==> src/rtl/gba_sound_mixer.sv <==
// gba_sound_mixer: sample-rate timer plus sequential PSG/DMA/bias mixer, clamped to 10-bit unsigned
module gba_sound_mixer #(
  parameter int BASE_PERIOD = 512,
  parameter int SAT_MAX     = 1023
) (
  input  logic               clk_i,
  input  logic               reset_n_i,
  input  logic               gb_on_i,
  input  logic signed [15:0] ch_out_i [0:3],
  input  logic [3:0]         ch_on_i,
  input  logic [3:0]         psg_en_l_i,
  input  logic [3:0]         psg_en_r_i,
  input  logic [2:0]         psg_vol_l_i,
  input  logic [2:0]         psg_vol_r_i,
  input  logic [1:0]         psg_ratio_i,
  input  logic               dma_a_vol_i,
  input  logic               dma_b_vol_i,
  input  logic               dma_a_en_l_i,
  input  logic               dma_a_en_r_i,
  input  logic               dma_b_en_l_i,
  input  logic               dma_b_en_r_i,
  input  logic signed [7:0]  dma_a_sample_i,
  input  logic signed [7:0]  dma_b_sample_i,
  input  logic [9:0]         bias_level_i,
  input  logic [1:0]         bias_res_i,
  output logic [9:0]         sample_l_o,
  output logic [9:0]         sample_r_o,
  output logic               sample_valid_o,
  output logic               sample_tick_o
);
  localparam int CW = $clog2(BASE_PERIOD);
  typedef enum logic [2:0] {PSG0, PSG1, PSG2, PSG3, SCALE, DMA, BIAS, IDLE} state_e;
  state_e             state_q, state_d;
  logic [CW-1:0]      cnt_q, cnt_d, pm1;
  logic               tick_q, tick_d, valid_q, valid_d, wrap, start;
  logic [9:0]         smp_q [2];
  logic [9:0]         smp_d [2];
  logic signed [15:0] acc_q [2];
  logic signed [15:0] acc_d [2];
  logic signed [15:0] mul [2];
  logic signed [15:0] scl [2];
  logic signed [15:0] sum [2];
  logic signed [15:0] da, db, ch_sel;
  logic signed [15:0] ch_q [4];
  logic [3:0]         en_q [2];
  logic [2:0]         vol_q [2];
  logic [1:0]         dma_en_q [2];
  logic [1:0]         ratio_q;
  logic               dma_a_vol_q, dma_b_vol_q;
  logic signed [7:0]  dma_a_q, dma_b_q;
  logic [9:0]         bias_q;
  assign start = state_q == IDLE && tick_q;
  // Period counter; a shorter period after a bias_res change wraps on the very next edge
  always_comb begin
    pm1 = CW'((BASE_PERIOD >> bias_res_i) - 1);
    wrap = cnt_q >= pm1;
    cnt_d = (!gb_on_i || wrap) ? '0 : cnt_q + CW'(1);
    tick_d = gb_on_i && wrap;
  end
  // One adder per side: PSG terms, then volume/ratio scaling, then DMA, then bias and clamp
  always_comb begin
    ch_sel = ch_q[state_q[1:0]];
    da = {{8{dma_a_q[7]}}, dma_a_q} <<< (dma_a_vol_q ? 2 : 1);
    db = {{8{dma_b_q[7]}}, dma_b_q} <<< (dma_b_vol_q ? 2 : 1);
    for (int s = 0; s < 2; s++) begin
      mul[s] = acc_q[s] * $signed({13'd0, vol_q[s]} + 16'd1);
      scl[s] = ratio_q == 2'd2 ? mul[s] <<< 1 : ratio_q == 2'd1 ? mul[s] : mul[s] >>> 1;
      sum[s] = acc_q[s] + $signed({6'd0, bias_q});
      acc_d[s] = (!gb_on_i || state_q == IDLE) ? 16'sd0
               : state_q == SCALE ? scl[s]
               : state_q == DMA ? acc_q[s] + (dma_en_q[s][0] ? da : 16'sd0) + (dma_en_q[s][1] ? db : 16'sd0)
               : state_q == BIAS ? acc_q[s]
               : acc_q[s] + (en_q[s][state_q[1:0]] ? ch_sel : 16'sd0);
      smp_d[s] = !gb_on_i ? 10'h200
               : state_q != BIAS ? smp_q[s]
               : sum[s] < 0 ? 10'd0
               : sum[s] > 16'(SAT_MAX) ? 10'(SAT_MAX)
               : sum[s][9:0];
    end
    valid_d = gb_on_i && state_q == BIAS;
    state_d = !gb_on_i ? IDLE : (state_q == IDLE && !tick_q) ? IDLE : state_e'(state_q + 3'd1);
  end
  // Timer, mix sequencer and registered outputs
  always_ff @(posedge clk_i or negedge reset_n_i) begin
    if (!reset_n_i) begin
      cnt_q    <= '0;
      tick_q   <= 1'b0;
      valid_q  <= 1'b0;
      state_q  <= IDLE;
      smp_q[0] <= 10'h200;
      smp_q[1] <= 10'h200;
      acc_q[0] <= '0;
      acc_q[1] <= '0;
    end else begin
      cnt_q   <= cnt_d;
      tick_q  <= tick_d;
      valid_q <= valid_d;
      state_q <= state_d;
      smp_q   <= smp_d;
      acc_q   <= acc_d;
    end
  end
  // Input snapshot taken in the tick cycle so later input changes cannot disturb the mix
  always_ff @(posedge clk_i) begin
    if (gb_on_i && start) begin
      ch_q        <= ch_out_i;
      en_q[0]     <= ch_on_i & psg_en_l_i;
      en_q[1]     <= ch_on_i & psg_en_r_i;
      vol_q[0]    <= psg_vol_l_i;
      vol_q[1]    <= psg_vol_r_i;
      dma_en_q[0] <= {dma_b_en_l_i, dma_a_en_l_i};
      dma_en_q[1] <= {dma_b_en_r_i, dma_a_en_r_i};
      ratio_q     <= psg_ratio_i;
      dma_a_vol_q <= dma_a_vol_i;
      dma_b_vol_q <= dma_b_vol_i;
      dma_a_q     <= dma_a_sample_i;
      dma_b_q     <= dma_b_sample_i;
      bias_q      <= bias_level_i;
    end
  end
  assign sample_l_o     = smp_q[0];
  assign sample_r_o     = smp_q[1];
  assign sample_valid_o = valid_q;
  assign sample_tick_o  = tick_q;
endmodule

==> config.mk <==
export PLATFORM = sky130hd
export DESIGN_NAME = gba_sound_mixer
export DESIGN_NICKNAME = d
export VERILOG_FILES = /design/src/rtl/gba_sound_mixer.sv
export SDC_FILE = /design/constraint.sdc
export NUM_CORES = 1
export LEC_CHECK = 0
export BUFFER_PORTS_ARGS = -buffer_cell sky130_fd_sc_hd__clkbuf_2
export CELL_PAD_IN_SITES_DETAIL_PLACEMENT = 1
export CELL_PAD_IN_SITES_GLOBAL_PLACEMENT = 1
export CORE_AREA = 3 3 194 196
export CTS_BUF_LIST = sky130_fd_sc_hd__clkbuf_16
export CTS_CLUSTER_SIZE = 28
export DETAILED_ROUTE_END_ITERATION = 12
export DIE_AREA = 0 0 197 199
export PLACE_DENSITY = 0.88
export SKIP_CTS_REPAIR_TIMING = 1
export SLEW_MARGIN = 5
export SYNTH_ARGS = -nofsm -noshare
export SYNTH_HDL_FRONTEND = slang
export SYNTH_SLANG_ARGS = --single-unit
==> constraint.sdc <==
create_clock -name clk_i -period 11.8 [get_ports clk_i]
set_input_delay 1.18 -clock clk_i [delete_from_list [all_inputs] [get_ports clk_i]]
set_output_delay 1.18 -clock clk_i [all_outputs]
set_load 0.03 [all_outputs]
# Word level (Yosys, flattened, before mapping)
# Memory sizes are Yosys's and may differ from the RTL's.
# Index checks and enable logic that the tools add are counted.
totals:
  ff_bits: 160
  output_inout_bits: 22
  mem_bits_rw: 18
  memories: 3
  input_bits: 121
  word_cells: 107
op_classes:
  bitwise_logic: 3
  shifts: 3
  n_lt_le_gt_ge: 7
  reduce_logical: 9
  n_mux: 40
  addsub: 13
  mul: 2
  n_eq_ne: 9
memory_table:
  columns: ["memory", "depth", "word_bits", "rd", "rd_ports_with_merged_regs", "wr", "line_no", "text"]
  rows:
  - ["en_q", 2, 4, 2, 0, 2, "45", "logic [3:0] en_q [2];"]
  - ["vol_q", 2, 3, 2, 0, 2, "46", "logic [2:0] vol_q [2];"]
  - ["dma_en_q", 2, 2, 2, 0, 2, "47", "logic [1:0] dma_en_q [2];"]
ops:
  columns: ["cell", "n"]
  rows:
  - ["$mux 16", 18]
  - ["$add 16x16->16", 6]
  - ["$mux 10", 8]
  - ["$add 16x11->16", 2]
  - ["$bmux 16 s2", 1]
  - ["$gt 16x11->1 const B", 2]
  - ["$lt 16x1->1 const B", 2]
  - ["$mul 16x5->16", 2]
  - ["$sshl 16x2->16", 2]
  - ["$mux 15", 2]
  - ["$eq 3x3->1 const B", 4]
  - ["$shr 10x2->9 const A", 1]
  - ["$add 9x1->9 const B", 1]
  - ["$ge 9x9->1", 1]
  - ["$mux 9", 1]
  - ["$sub 9x2->9 const B", 1]
  - ["$add 3x1->4 const B", 2]
  - ["$and 4x4->4", 2]
  - ["$mux 3", 2]
  - ["$logic_and 1x1->1", 5]
  - ["$bmux 1 s2", 2]
  - ["$mux 1", 4]
  - ["$mux 2", 2]
  - ["$ne 4x4->1 const B", 1]
  - ["10 further kinds", 12]

# Depth between registers and ports, before layout
# Gate-level depths: netlist of run 1.
logic_depth:
  ltp_word: 10
  ltp_mapped: 19
  mapped_depth_nobuf: 18

# Worst setup path before layout of run 1
# No wires, ideal clock.
synth_path:
  path_kind: "register to register"
  start: "memory vol_q[0][0]"
  end: "register acc_q[29] in the netlist's numbering"
  path_stages_with_launch: 20
  arrival_time_ns: 4.665
  required_ns: 11.674
  path_slack_ns: 7.009
  setup_time_ns: 0.126
  n_path_buf: 1
  synth_period_minus_slack_ns: 4.791
  path_cell_list: "edfxtp_1 -> ha_1 -> xor2_1 -> clkbuf_1 -> and2_1 -> ha_1 -> fa_1 -> inv_1 -> fa_1 -> inv_1 -> ha_1 -> nor3_1 -> nor2_1 -> a311o_1 -> o31ai_1 -> xor2_1 -> nor2_1 -> o21ai_1 -> o21ai_1 -> a221o_1"
synth_lines:
  columns: ["item", "line_no", "text"]
  rows:
  - ["from (decl)", "46", null]
  - ["to (decl)", "38", "logic signed [15:0] acc_q [2];"]

==> impl_metrics.env, run 1 <==
export IMPL_firstDrtPassIters=6
export IMPL_crit_type="flop to flop"
export IMPL_ys_warn_count=0
export IMPL_final_hold_viol_count=0
export IMPL_peakVddDrop_uv=164
export IMPL_nets=2105
export IMPL_stdcell_area_mm2=0.0179
export IMPL_yosysTopAreaCellShare_pct=20.9
export IMPL_slew_headroom_pct=30.7
export IMPL_layout_min_cycle_time_ns=5.76
export IMPL_clock_sinks=178
export IMPL_synthMuxAreaShare_pct=3.82
export IMPL_async_flop_share_pct=37.1
export IMPL_wl_um=51100
export IMPL_finalSetupViolations=0
export IMPL_tns_ns=0
export IMPL_cts_tree="done"
export IMPL_critPathRequiredTime_ns=12.16
export IMPL_fp_row_count=70
export IMPL_slew_viol_final=0
export IMPL_port_buffers=142
export IMPL_post_drt_wl_per_cell_um=22.9
export IMPL_total_power_w=0.00293
export IMPL_die_y_um=199
export IMPL_startpoint_type="flop"
export IMPL_cts_max_path_buffers=2
export IMPL_clk_latency_ns=0.47
export IMPL_initial_core_util_pct=44.4
export IMPL_yosysMostFrequentCell="ha_1"
export IMPL_detail_route_antenna_nets=0
export IMPL_grt_max_degree=84
export IMPL_synth_xor_area_share_pct=6.20
export IMPL_status="complete, no violations"
export IMPL_cp_slowest_stage_delay_ns=0.69
export IMPL_dieArea_mm2=0.0392
export IMPL_worst_pin_slew_ns=1.04
export IMPL_rsz0062_at_grt="no"
export IMPL_synth_top_family_by_area="adder cells"
export IMPL_track_usage_pct=26.2
export IMPL_synth_top_cell_by_area="edfxtp_1"
export IMPL_worst_path_max_delay_cell="edfxtp_1"
export IMPL_synth_adder_area_share_pct=21.9
export IMPL_ys_types=79
export IMPL_crit_chain="ha_1, xor2_1, and2_1, ha_1, fa_1, inv_1, fa_1, inv_1, ha_1, nor3_1, nor2_1, a311o_1, o31ai_1, xor2_1, nor2_1, o21ai_1, o21ai_1, a221o_1"
export IMPL_cts_max_level=4
export IMPL_grt_pass1_vias=14600
export IMPL_root_buffer="clkbuf_16"
export IMPL_area_growth_pct=11.1
export IMPL_gp_congestion=0.965
export IMPL_core_mm2=0.0363
export IMPL_clk_pin_slew_ns=0.09
export IMPL_drt_iter0_drc=916
export IMPL_ios=143
export IMPL_yosysSeqAreaShare_pct=31.2
export IMPL_cp_arrival_ns=6.11
export IMPL_min_path_type="flop to flop"
export IMPL_ys_top_cells_by_count="ha_1, nand2_1, and2_1"
export IMPL_drive_above_1_share_pct=12.6
export IMPL_avgSynthCellArea_um2=9.84
export IMPL_drc_errors=0
export IMPL_synth_area_mm2=0.0161
export IMPL_dpl_hpwl_um=38700
export IMPL_reg2reg_slack_ns=6.04
export IMPL_grt_first_pass_wirelength_um=79900
export IMPL_synthSimpleGateAreaFrac_pct=17.3
export IMPL_path_common_cell="ha_1"
export IMPL_fin_skew_ns=0.0140
export IMPL_finalCritPeriodShare_pct=48.8
export IMPL_synth_top_cells_by_area="edfxtp_1, ha_1, fa_1, dfrtp_1, and2_1"
export IMPL_powerDensity_mw_per_mm2=164
export IMPL_vias_per_cell=6.01
export IMPL_max_freq_mhz=174
export IMPL_syn_inst=1636
export IMPL_synth_edf_count=112
export IMPL_cts_made_buffers=17
export IMPL_maxCapViolations=0
export IMPL_place_area_mm2=0.0173
export IMPL_antenna_found_initial=1
export IMPL_grt_overflow=0
export IMPL_ys_flop_type="edfxtp_1"
export IMPL_ys_seq_elements=178
export IMPL_crit_fanout=18
export IMPL_power_leakage_nw=8.22
export IMPL_num_vias=13400
export IMPL_endpoint_kind="flop"
export IMPL_synth_compound_area_share_pct=15.7
export IMPL_die_w_um=197
## final timing paths
path                               start            end  depth (start not counted)
hold / removal             sample_r_o[1]  sample_r_o[1]                          2
setup reg to reg             vol_q[0][0]      acc_q[29]                         18
max in group asynchronous      reset_n_i      acc_q[17]                          2
setup / recovery             vol_q[0][0]      acc_q[29]                         18
min in group asynchronous      reset_n_i  sample_r_o[2]                          2
hold reg to reg            sample_r_o[1]  sample_r_o[1]                          2
## state kept, by name, indices dropped and copies added (netlist names), 6 cells and up
signal,count
ch_q,64
acc_q,32
bias_q,10
sample_l_o,10
sample_r_o,10
cnt_q,9
dma_a_q,8
dma_b_q,8
en_q,8
vol_q,6
## cells by family after synthesis
| group | count (synthesis) |
|---|---|
| adder cells (fa/ha/maj) | 231 |
| AO/OA/AOI/OAI | 370 |
| multiplexers | 39 |
| AND/OR/NAND/NOR | 539 |
| XOR/XNOR | 114 |
| flip-flops | 178 |
| buffers and inverters | 164 |
| other | 1 |
## per-stage QoR
stage	worst slack (ns)	instances	hold slack, ns	util (%)
floorplan	7.01	1639	0.494	-
global placement	6.31	2202	0.487	47.6
detailed placement	6.04	2202	0.485	47.6
CTS	5.99	2234	0.516	49.3
global route	5.49	2234	0.542	49.3
finish	6.04	2235	0.510	49.3
## report_power, final
part | internal, W | switching [W] | leakage (nW)
combinational | 0.000568 | 0.000870 | 6.03
clock | 0.000289 | 0.000315 | 0.290
sequential | 0.000717 | 0.000175 | 1.90
## worst max-delay path, delay by kind of cell, from the launching register on
kind	cells	cell delay, ns
compound gates	5	1.23
xor+xnor	2	0.94
fa+ha+maj	5	1.91
buf+inv	2	0.09
flops	1	0.69
simple gates	4	0.75
## area by class of cell
cell class | instances | area, µm²
Tap cell | 468 | 586
Inverter | 107 | 402
Fill cell | 4144 | 18400
Antenna cell | 1 | 2.50
Clock inverter | 15 | 178
Multi-Input combinational cell | 1297 | 10500
Timing Repair Buffer | 152 | 786
Clock buffer | 17 | 425
Sequential cell | 178 | 5020
## metal layers
layer	GRT usage [%]	vias to the layer above	routed length, µm
met5	0	-	0
met4	12.7	0	2580
met3	5.81	166	3710
met2	45.2	553	25100
met1	31.0	6678	19800
li1	-	6036	-
## cell usage in the layout, fill, tap and decap left out, drive strengths merged, types with 10 or more instances in the layout
cell    synthesis  layout
edfxtp        112     112
o21ai         101     101
nor2           82      82
clkbuf         48     158
o21bai         11      11
ha            147     147
a21oi          74      74
nand2b         37      37
nand2         138     138
mux4           18      18
a21o           26      26
a31oi          10      10
and2          131     131
a22o           17      17
and3           15      15
mux2i          21      21
dfrtp          61      61
o21a           11      11
nor3           22      22
a211oi         16      16
o211ai         30      30
inv           107     116
nand3          31      31
nor2b          50      50
buf             9      11
xor2           49      49
xnor2          65      65
fa             84      84
No activity file was read; power rests on OpenSTA's default activity.
==> inputs of run 2 (changes only) <==
CORE_AREA = 3 3 196 198   (was 3 3 194 196)
DIE_AREA = 0 0 199 201   (was 0 0 197 199)
PLACE_DENSITY = 0.9   (was 0.88)
clock period = 4.7 ns   (was 11.8 ns; I/O delays follow)
==> impl_metrics.env, run 2 (same netlist as run 1, synthesis figures left out) <==
export IMPL_layout_min_cycle_time_ns=4.82
export IMPL_violations="negative setup slack"
export IMPL_most_common_layout_cells="clkbuf_2, nand2_1, ha_1"
export IMPL_die_w_um=199
export IMPL_antenna_found_initial=0
export IMPL_largest_register="ch_q"
export IMPL_slew_viol_final=0
export IMPL_cp_arrival_ns=5.17
export IMPL_detail_route_antenna_nets=0
export IMPL_drt_iter0_drc=1130
export IMPL_vias_per_cell=6.08
export IMPL_antennaDiodeCount=0
export IMPL_clock_power_share_pct=18.6
export IMPL_p_switching_w=0.00359
export IMPL_slew_headroom_pct=33.2
export IMPL_clk_pin_slew_ns=0.09
export IMPL_fill_cells=4058
export IMPL_fin_skew_ns=0.0254
export IMPL_maxCapViolations=0
export IMPL_reg2reg_slack_ns=-0.12
export IMPL_grt_pass1_vias=15000
export IMPL_root_buffer="clkbuf_16"
export IMPL_critPathRequiredTime_ns=5.05
export IMPL_port_buffers=142
export IMPL_endpoint_kind="flop"
export IMPL_drive_above_1_share_pct=20.9
export IMPL_ff2ff_path_depth=18
export IMPL_hold_start="dma_b_en_r_i"
export IMPL_fp_row_count=70
export IMPL_die_y_um=201
export IMPL_sw_frac_of_total_pct=46.2
export IMPL_max_freq_mhz=207
export IMPL_initial_core_util_pct=43.9
export IMPL_wl_um=56700
export IMPL_post_drt_wl_per_cell_um=24.5
export IMPL_gp_congestion=0.971
export IMPL_grt_overflow=0
export IMPL_dp_cells=2264
export IMPL_powerDensity_mw_per_mm2=407
export IMPL_crit_fanout=10
export IMPL_worst_slack_ns=-0.122
export IMPL_clock_sinks=178
export IMPL_peakVddDrop_uv=377
export IMPL_finalHoldWorstSlack_ns=0.162
export IMPL_layout_commonest_cell="clkbuf_2"
export IMPL_clk_latency_ns=0.48
export IMPL_track_usage_pct=27.1
export IMPL_nets=2185
export IMPL_multi_input_area_mm2=0.0111
export IMPL_finalCritPeriodShare_pct=103
export IMPL_core_mm2=0.0367
export IMPL_worst_pin_slew_ns=1.00
export IMPL_place_ws_ns=-0.242
export IMPL_startpoint="vol_q[0][0]"
export IMPL_cts_tree="done"
export IMPL_cp_endpoint="acc_q[29]"
export IMPL_stdcell_area_mm2=0.0191
export IMPL_instances_no_fill=2314
export IMPL_crit_type="flop to flop"
export IMPL_cts_max_level=4
export IMPL_status="finished with violations"
export IMPL_dieArea_mm2=0.0400
export IMPL_power_frac_seq_pct=25.9
export IMPL_startpoint_type="flop"
export IMPL_reg2reg_from="vol_q[0][0]"
export IMPL_power_leakage_nw=8.56
export IMPL_cts_made_buffers=17
export IMPL_regArea_mm2=0.00502
export IMPL_cts_max_path_buffers=2
export IMPL_min_path_type="input pin to flop"
export IMPL_drc_errors=0
export IMPL_firstDrtPassIters=6
export IMPL_ios=143
export IMPL_combinationalPowerShare_pct=55.5
export IMPL_p_int_w=0.00418
export IMPL_grt_max_degree=110
export IMPL_finalSetupViolations=9
export IMPL_area_growth_pct=18.5
export IMPL_regToRegEndpoint="acc_q[29]"
export IMPL_top_regs="ch_q x64, acc_q x32"
export IMPL_place_area_mm2=0.0178
export IMPL_num_vias=14100
export IMPL_largest_reg_flops=64
export IMPL_final_core_utilization_pct=52.0
export IMPL_rsz0062_at_grt="yes"
export IMPL_dpl_hpwl_um=41300
export IMPL_grt_first_pass_wirelength_um=83900
export IMPL_final_hold_viol_count=0
-- run 2: cell count changes in the layout (fill, tap and decap cells not counted), moves of 10 or more --
cell / previous run / this run
inv_1: 107 / 95
inv_2: 0 / 13
and2_4: 0 / 10
buf_4: 10 / 86
and2_1: 130 / 120
ha_1: 147 / 121
ha_4: 0 / 24
-- run 2: layer usage --
metal	up-vias	share of wire, %	wire length [µm]	track usage [%]
li1	6190	-	-	-
met1	7042	39	21900	33.5
met2	631	48	27100	44.2
met3	209	7.3	4160	5.64
met4	0	6.2	3510	15.0
met5	-	0	0	0
-- run 2: per-stage QoR --
stage / total power [W] / TNS [ns]
floorplan: 0.00458 / -0.00320
global placement: 0.00576 / -0.186
detailed placement: 0.00597 / -1.89
CTS: 0.00746 / -2.51
global route: 0.00817 / -2.22
finish: 0.00777 / -0.465
-- run 2: critical path, stage by stage, from the launching register on --
cell and delay [ns]:
edfxtp_1 0.44, buf_4 0.16, and3_4 0.21, and2_1 0.22, ha_4 0.29, inv_2 0.05, fa_1 0.52, fa_1 0.55
inv_2 0.05, ha_4 0.22, a211oi_4 0.25, o21ai_2 0.09, a311o_1 0.40, o31ai_2 0.27, xor2_1 0.29, nor2_1 0.10
o21ai_1 0.17, o21ai_1 0.09, a221o_1 0.32
-- run 2: worst min path at each step --
stage / endpoint / cells after the start
finish: dma_en_q[0][3] / 1
global route: dma_en_q[0][3] / 1
CTS: dma_en_q[0][3] / 1
detailed placement: sample_r_o[3] / 2
global placement: sample_r_o[3] / 2
floorplan: acc_q[0] / 0
-- run 2: power groups by stage --
stage / Combinational (W) / Sequential (W) / Clock [W]
2_1_floorplan: 0.00250 / 0.00208 / 0
3_3_place_gp: 0.00374 / 0.00202 / 0
3_5_place_dp: 0.00394 / 0.00203 / 0
4_1_cts: 0.00401 / 0.00200 / 0.00146
5_1_grt: 0.00462 / 0.00202 / 0.00153
6_report: 0.00431 / 0.00201 / 0.00145
-- run 2: cell type report --
class	count	area share [%]
multi-input combinational	1298	58.1
inverter	107	2.11
clock inverter	15	0.787
clock buffer	17	2.23
tap	468	3.07
sequential	178	26.3
timing repair buffer	231	7.33
